--- src/rtl/sample_logic_pkg.sv ---
// Shared types and truth-table constants for the 3-input function evaluator.
package sample_logic_pkg;

    typedef logic [7:0] tt_t;
    typedef logic [2:0] idx_t;

    localparam tt_t TT_MAJORITY = 8'hE8;
    localparam tt_t TT_XOR3     = 8'h96;
    localparam tt_t TT_AND3     = 8'h80;
    localparam tt_t TT_OR3      = 8'hFE;

endpackage

--- src/rtl/sample_logic_cov.sv ---
// Minterm coverage bitmap and saturating counter of output transitions.
module sample_logic_cov
    import sample_logic_pkg::*;
#(
    parameter int CNT_W = 8
) (
    input  logic             clk,
    input  logic             rst,
    input  idx_t             eval_idx,
    input  logic             cov_clr,
    input  logic             f_cur,
    input  logic             f_next,
    output logic [7:0]       cov,
    output logic             all_seen,
    output logic [CNT_W-1:0] tog_cnt
);

    logic toggle;

    assign toggle   = (f_next != f_cur);
    assign all_seen = (cov == 8'hFF);

    // Clear beats the same-cycle mark and the same-cycle toggle.
    always_ff @(posedge clk) begin
        if (rst) begin
            cov     <= 8'h00;
            tog_cnt <= '0;
        end else if (cov_clr) begin
            cov     <= 8'h00;
            tog_cnt <= '0;
        end else begin
            cov[eval_idx] <= 1'b1;
            if (toggle && (tog_cnt != {CNT_W{1'b1}}))
                tog_cnt <= tog_cnt + CNT_W'(1);
        end
    end

endmodule

--- src/rtl/sample_logic.sv ---
// Registered, programmable 3-input Boolean function evaluator with
// minterm coverage tracking.
module sample_logic
    import sample_logic_pkg::*;
#(
    parameter tt_t DEFAULT_TT = TT_MAJORITY,
    parameter int  CNT_W      = 8
) (
    input  logic             clk,
    input  logic             rst,
    input  logic             a,
    input  logic             b,
    input  logic             c,
    input  logic             cfg_we,
    input  logic [7:0]       cfg_tt,
    input  logic             cov_clr,
    output logic             f,
    output logic             f_comb,
    output logic [2:0]       idx,
    output logic [7:0]       tt,
    output logic [7:0]       cov,
    output logic             all_seen,
    output logic [CNT_W-1:0] tog_cnt
);

    tt_t  tt_q;
    idx_t eval_idx;

    assign eval_idx = {a, b, c};
    assign f_comb   = tt_q[eval_idx];
    assign tt       = tt_q;

    // The lookup feeding f uses the table held before any same-edge load.
    always_ff @(posedge clk) begin
        if (rst) begin
            tt_q <= DEFAULT_TT;
            f    <= 1'b0;
            idx  <= 3'd0;
        end else begin
            f   <= f_comb;
            idx <= eval_idx;
            if (cfg_we)
                tt_q <= cfg_tt;
        end
    end

    sample_logic_cov #(
        .CNT_W (CNT_W)
    ) u_cov (
        .clk      (clk),
        .rst      (rst),
        .eval_idx (eval_idx),
        .cov_clr  (cov_clr),
        .f_cur    (f),
        .f_next   (f_comb),
        .cov      (cov),
        .all_seen (all_seen),
        .tog_cnt  (tog_cnt)
    );

endmodule

--- config.mk ---
export PLATFORM = sky130hd
export DESIGN_NAME = sample_logic
export DESIGN_NICKNAME = d
export VERILOG_FILES = /design/src/rtl/sample_logic_pkg.sv /design/src/rtl/sample_logic_cov.sv /design/src/rtl/sample_logic.sv
export SDC_FILE = /design/constraint.sdc
export NUM_CORES = 1
export LEC_CHECK = 0
export CORE_AREA = 8 8 67 69
export CTS_BUF_LIST = sky130_fd_sc_hd__clkbuf_8
export DETAILED_ROUTE_END_ITERATION = 10
export DIE_AREA = 0 0 75 77
export PLACE_DENSITY = 0.7
export SLEW_MARGIN = 20
export SYNTH_ARGS = -nofsm -noshare
export SYNTH_HDL_FRONTEND = slang
export SYNTH_SLANG_ARGS = --single-unit
--- constraint.sdc ---
create_clock -name clk -period 1.8 [get_ports clk]
set_input_delay 0.18 -clock clk [delete_from_list [all_inputs] [get_ports clk]]
set_output_delay 0.18 -clock clk [all_outputs]
set_load 0.01 [all_outputs]
[Yosys cells after proc, flatten, opt, wreduce, memory -nomap -nowiden]
Cells that the tools add are included.
Storage, ports and cells
  flip-flop bits (word level): 28
  bits of input ports: 15
  output and inout bits: 30
  word-level logic and storage cells: 19
Operators by class
  add/sub/neg operators: 1
  $lt $le $gt $ge: 2
  equal/unequal tests: 3
  multiplexer cells: 4
  bitwise operators: 1
  reductions and logical operators: 3
Operators with widths (number)
  8-bit by 1-bit adder with 8-bit output (second input constant): 1
  8-bit == test (second input constant): 1
  8-bit != test (second input constant): 1
  8-bit OR: 1
  3-bit by 4-bit less-than comparator with 1-bit output (second input constant): 1
  1-bit binary-select mux with 3-bit select: 1
  1-bit demux with 3-bit select: 1
  3-bit by 1-bit greater-or-equal comparator with 1-bit output (second input constant): 1
  1-bit logical AND: 2
  1-bit 2-to-1 mux: 2
  2-bit OR reduction: 1
  1-bit != test: 1

[Depth between registers and ports, before layout]
Gate-level depths: netlist of run 1.
  depth in word-level cells: 5
  mapped depth: 6
  gate-level depth less buffers: 5

[Hierarchy]
A second synthesis of run 1 with hierarchy kept.
Second synthesis, totals
  cells, all modules: 122
  area, all modules: 1207.4 µm²
By module, submodules not included
  sample_logic_cov: instances 1, cells each 81, area an instance 740.7 µm²
  sample_logic: instances 1, cells each 41, area an instance 466.7 µm²

[Worst setup path before layout of run 1]
OpenSTA, ideal clock, no wires.
  path type: register -> register
  from: register tt_q[5], in the netlist tt[5]
  to: register u_cov.tog_cnt[0]
  library setup time: 0.122 ns
  arrival time: 1.513 ns
  path slack: 0.165 ns
  stages on the path, launching flop included: 6
  cell sequence: dfxtp_1 mux4_2 mux2_2 buf_6 mux2i_4 mux2i_1
On the way
  longest elaborated chain between the ends: 4
Ends and longest elaborated chain
  from (decl): RTL line sample_logic.sv:26  | tt_t tt_q;
  from (signal assigned): RTL line sample_logic.sv:43  | tt_q <= cfg_tt;
  1-bit binary-select mux with 3-bit select: RTL line sample_logic.sv:30  | assign f_comb = tt_q[eval_idx];
  1-bit 2-to-1 mux (not written as such): RTL line sample_logic.sv:30
  net f_comb: RTL line sample_logic.sv:18  | output logic f_comb,
  1-bit != test: RTL line sample_logic_cov.sv:20  | assign toggle = (f_next != f_cur);
  1-bit logical AND: RTL line sample_logic_cov.sv:33  | if (toggle && (tog_cnt != {CNT_W{1'b1}}))
  to (signal assigned): RTL line sample_logic_cov.sv:34  | tog_cnt <= tog_cnt + CNT_W'(1);
  to (decl): RTL line sample_logic_cov.sv:15  | output logic [CNT_W-1:0] tog_cnt
The timed path passes the listed nets, and every way through them passes these cells. The select of a mux whose other input is x is not followed.
A chain may end at the register's enable or synchronous reset.

[Worst setup path after layout of run 1]
  from: register tt_q[7], in the netlist tt[7]
  to: register u_cov.tog_cnt[0]
On the way
  longest elaborated chain between the ends: 4
Ends and longest elaborated chain (RTL line)
  1-bit binary-select mux with 3-bit select: sample_logic.sv:30
  1-bit 2-to-1 mux (not written as such): sample_logic.sv:30
  1-bit != test: sample_logic_cov.sv:20
  1-bit logical AND: sample_logic_cov.sv:33
No other way between the ends. The select of a mux whose other input is x is not followed.

==> key figures, run 1 <==
Floorplanning
  • DIE AREA: 5780 µm²
  • Io pins: 45
  • Core Box Area: around 3500 µm²
  • # rows: 22
  • Die X: about 75 µm
  • Initial core utilization: 0.382
  • Die height: roughly 77 µm

Placement
  • DP HPWL: 2630 µm
  • Gpl congestion: between 0.8 and 0.9
  • IO buf count: 44

Synth
  • Yosys warning total: 0
  • Syn Std Cell Area: about 1300 µm²
  • Top cell type's share of synthesized area: 0.420
  • Post-synthesis cell type count: 26
  • Synth area leader: dfxtp_1
  • Mean post-synth cell area: 9.53 µm²
  • Post-synthesis register bit count: 28
  • Post-synth top cells: dfxtp_1 (28), mux2i_1 (18), nand2_1 (10), nor2_1 (9), nor3_1 (8)
  • Multiplexer share of the synthesized area: 0.194
  • Dominant cells by area after synthesis: dfxtp_1 (42%), mux2i_1 (14%), mux4_2 (3.4%), or3_1 (3.3%), nor3_1 (3.0%)
  • Number of flops mapped to enable cells by yosys: 0
  • Compound-gate portion of the synthesized area: 0.123
  • Synth Area in Adders: 0.00938
  • Fraction of registers with async set/reset: 0
  • Simple-gate portion of the synthesized area: 0.200
  • Part of the Yosys area used for sequential elements: 0.420
  • Largest family of logic cells by synthesized area: simple AND/OR/NAND/NOR gates
  • Top-count cell post-synth: dfxtp_1
  • Syn Nets: roughly 160
  • Most common flop cell mapped by yosys: dfxtp_1
  • Mapped Cells: between 100 and 150
  • XOR/XNOR Fraction of Synth Area: 0

Power
  • Pwr Density: between 600 and 700 nW/µm²
  • Leakage: 0.717 nW
  • Peak VDD IR: roughly 300 µV

Detailed routing
  • Wire length on met1: around 1500 µm
  • DRC Markers: 0
  • Met2 Wirelength: 1580 µm
  • Routed Antenna Nets: 0
  • First-pass DRT Iterations: 4
  • Met3 wire length: between 300 and 400 µm
  • Post-DR wirelength/cell: ~15 µm
  • Via density: 5.17
  • Via Count: 1,215
  • Drt first-iter violations: approximately 160
  • Highest metal used: met4
  • Final WL: around 3400 µm

Clock tree
  • CTS Buffer Depth: 2
  • CTS clk-pin slew, worst paths: 0.10 ns
  • Worst skew pair latency: about 0.27 ns
  • Clk sink count: 28
  • Setup Fix Bufs, Post-CTS: 0
  • H-tree levels: 1
  • CTS buffer count: 3
  • TritonCTS clock tree: built
  • Clock Root Buffer: clkbuf_8

Critical path
  • FF-to-FF setup slack: roughly 0.070 ns
  • Critical path depth: 5
  • CP Max Fanout: 8
  • Worst path max stage delay: 0.46 ns
  • Worst Path Required: approximately 2.0 ns
  • Cell family with most CP delay: multiplexers
  • R2r startpoint: tt[7]$_SDFFE_PP1P_
  • Critical-path top delay cell: mux4_2
  • WS Path Type: flip-flop to flip-flop
  • Worst R2R End: u_cov.tog_cnt[0]$_SDFFE_PP0P_
  • Buf/Inv on CP: 1
  • Worst setup EP type: flip-flop
  • Critical path arrival: 1.93 ns
  • R2R cell count: 5
  • Critical path, cell by cell: mux4_2, mux2_4, buf_12, mux2i_4, mux2i_1
  • CP Launch Type: flip-flop

STA
  • Clk_skew: around 0.0044 ns
  • Fin. Hold Viols: 0
  • Unrepaired setup endpoints after global routing: false
  • Least-Margin Pin Slew: between 0.4 and 0.5 ns
  • Relative slew slack: 0.677
  • Max Slew Vio Count: 0
  • Hold_ws: between 0.4 and 0.5 ns
  • Fin crit share: 0.961
  • Fmax: 578 MHz
  • Final min period: approximately 1.7 ns
  • Final Setup Violations: 0

Global route
  • Vias in the first global route: 1,305
  • GRT Total Usage: 0.121
  • Initial antenna violation count: 0
  • GR Overflow Total: 0
  • Largest net degree at the start of global routing: 16
  • First-pass GRT wire length: 5780 µm

Final layout
  • Fin nets: 204
  • ANT cells: 0
  • Area grow syn2layout: 44.0%
  • Final core utilization: 0.549
  • Proportion of layout cells with a drive suffix above 1: 0.112

Flow run
  • Max Cap Viol: 0

Worst hold path
  • Cell count of the worst hold path: 2
  • WHS Endpoint: u_cov.tog_cnt[7]$_SDFFE_PP0P_
  • Hold path start: u_cov.tog_cnt[7]$_SDFFE_PP0P_
  • Hold crit path type: flip-flop to flip-flop

Run status
  • Outcome: finished clean
worst register-to-register path, stage by stage (launching register included):
cell and delay (ns):
dfxtp_2 0.33, mux4_2 0.46, mux2_4 0.32, buf_12 0.15
mux2i_4 0.18, mux2i_1 0.22
layer usage:
| layer | vias to the layer above | GRT usage |
|---|---|---|
| li1 | 606 | - |
| met1 | 575 | 0.131 |
| met2 | 32 | 0.204 |
| met3 | 2 | 0.0637 |
| met4 | 0 | 0.0157 |
| met5 | - | 0 |
sequential cells by signal (all words and copies together), names as in the netlist:
signal and count:
idx 3, u_cov.cov 8, tt 8, u_cov.tog_cnt 8
f 1
worst max path at each step:
stage / to / startpoint
floorplan: u_cov.tog_cnt[0]$_SDFFE_PP0P_ / tt[5]$_SDFFE_PP1P_
detailed placement: u_cov.tog_cnt[0]$_SDFFE_PP0P_ / c
finish: u_cov.tog_cnt[0]$_SDFFE_PP0P_ / tt[7]$_SDFFE_PP1P_
global route: u_cov.tog_cnt[0]$_SDFFE_PP0P_ / tt[7]$_SDFFE_PP1P_
global placement: f_comb / c
CTS: u_cov.tog_cnt[0]$_SDFFE_PP0P_ / tt[5]$_SDFFE_PP1P_
through the flow:
stage	TNS, ns	worst slack [ns]	cell area [µm²]	cells	power, mW
floorplan	0	0.165	1330	140	0.807
global placement	-3.68	-0.411	1850	231	0.921
detailed placement	-4.21	-0.485	1850	231	0.927
CTS	0	0.00838	1910	235	1.31
global route	0	0.00166	1920	235	1.36
finish	0	0.0704	1920	235	1.30
layout by cell type (no fill, tap or decap), types with 3 or more instances in the layout:
master           Yosys  final
mux2i_1             18     18
clkdlybuf4s50_1      0     42
o21a_1               3      3
clkbuf_8             0      4
dfxtp_1             28     26
o211ai_1             4      4
o2111ai_1            4      4
nand4_1              5      5
a211o_1              4      4
nand2_1             10     10
buf_4                0      9
a31oi_1              5      5
nor2_1               9      9
inv_1                4      4
nand3_1              3      3
nor3_1               8      8
or3_1                7      7
nor2b_1              5      5
final cells by class:
cell class / instances / area (µm²)
clock buffer: 4 / 55.1
timing repair buffer: 54 / 522
inverter: 4 / 15.0
tap: 48 / 60.1
multi-input combinational: 97 / 706
sequential: 28 / 563
fill: 349 / 1580
power breakdown:
part | switching [mW] | leakage (nW) | internal (mW)
clock network | 0.188 | 0.0288 | 0.195
logic | 0.106 | 0.459 | 0.147
registers | 0.0213 | 0.229 | 0.644
cell families (layout without fill, tap and decap cells):
logic type	after synthesis	in the layout
flip-flops	28	28
AO/OA/AOI/OAI	22	22
multiplexers	22	22
AND/OR/NAND/NOR	52	52
adder cells (fa/ha/maj)	1	1
buffers and inverters	15	62
repair_timing:
item                       CTS  global route
hold buffers                 0             0
resized for setup            5             6
cloned                       0             0
setup endpoints to repair    9             8
Note: power is estimated with default switching activity, not from simulation.
==> run 2: changes to the inputs <==
- HOLD_SLACK_MARGIN: unset -> 0.08
==> results of run 2 <==
The final DEF is identical to that of run 1; final timing and power are the same.
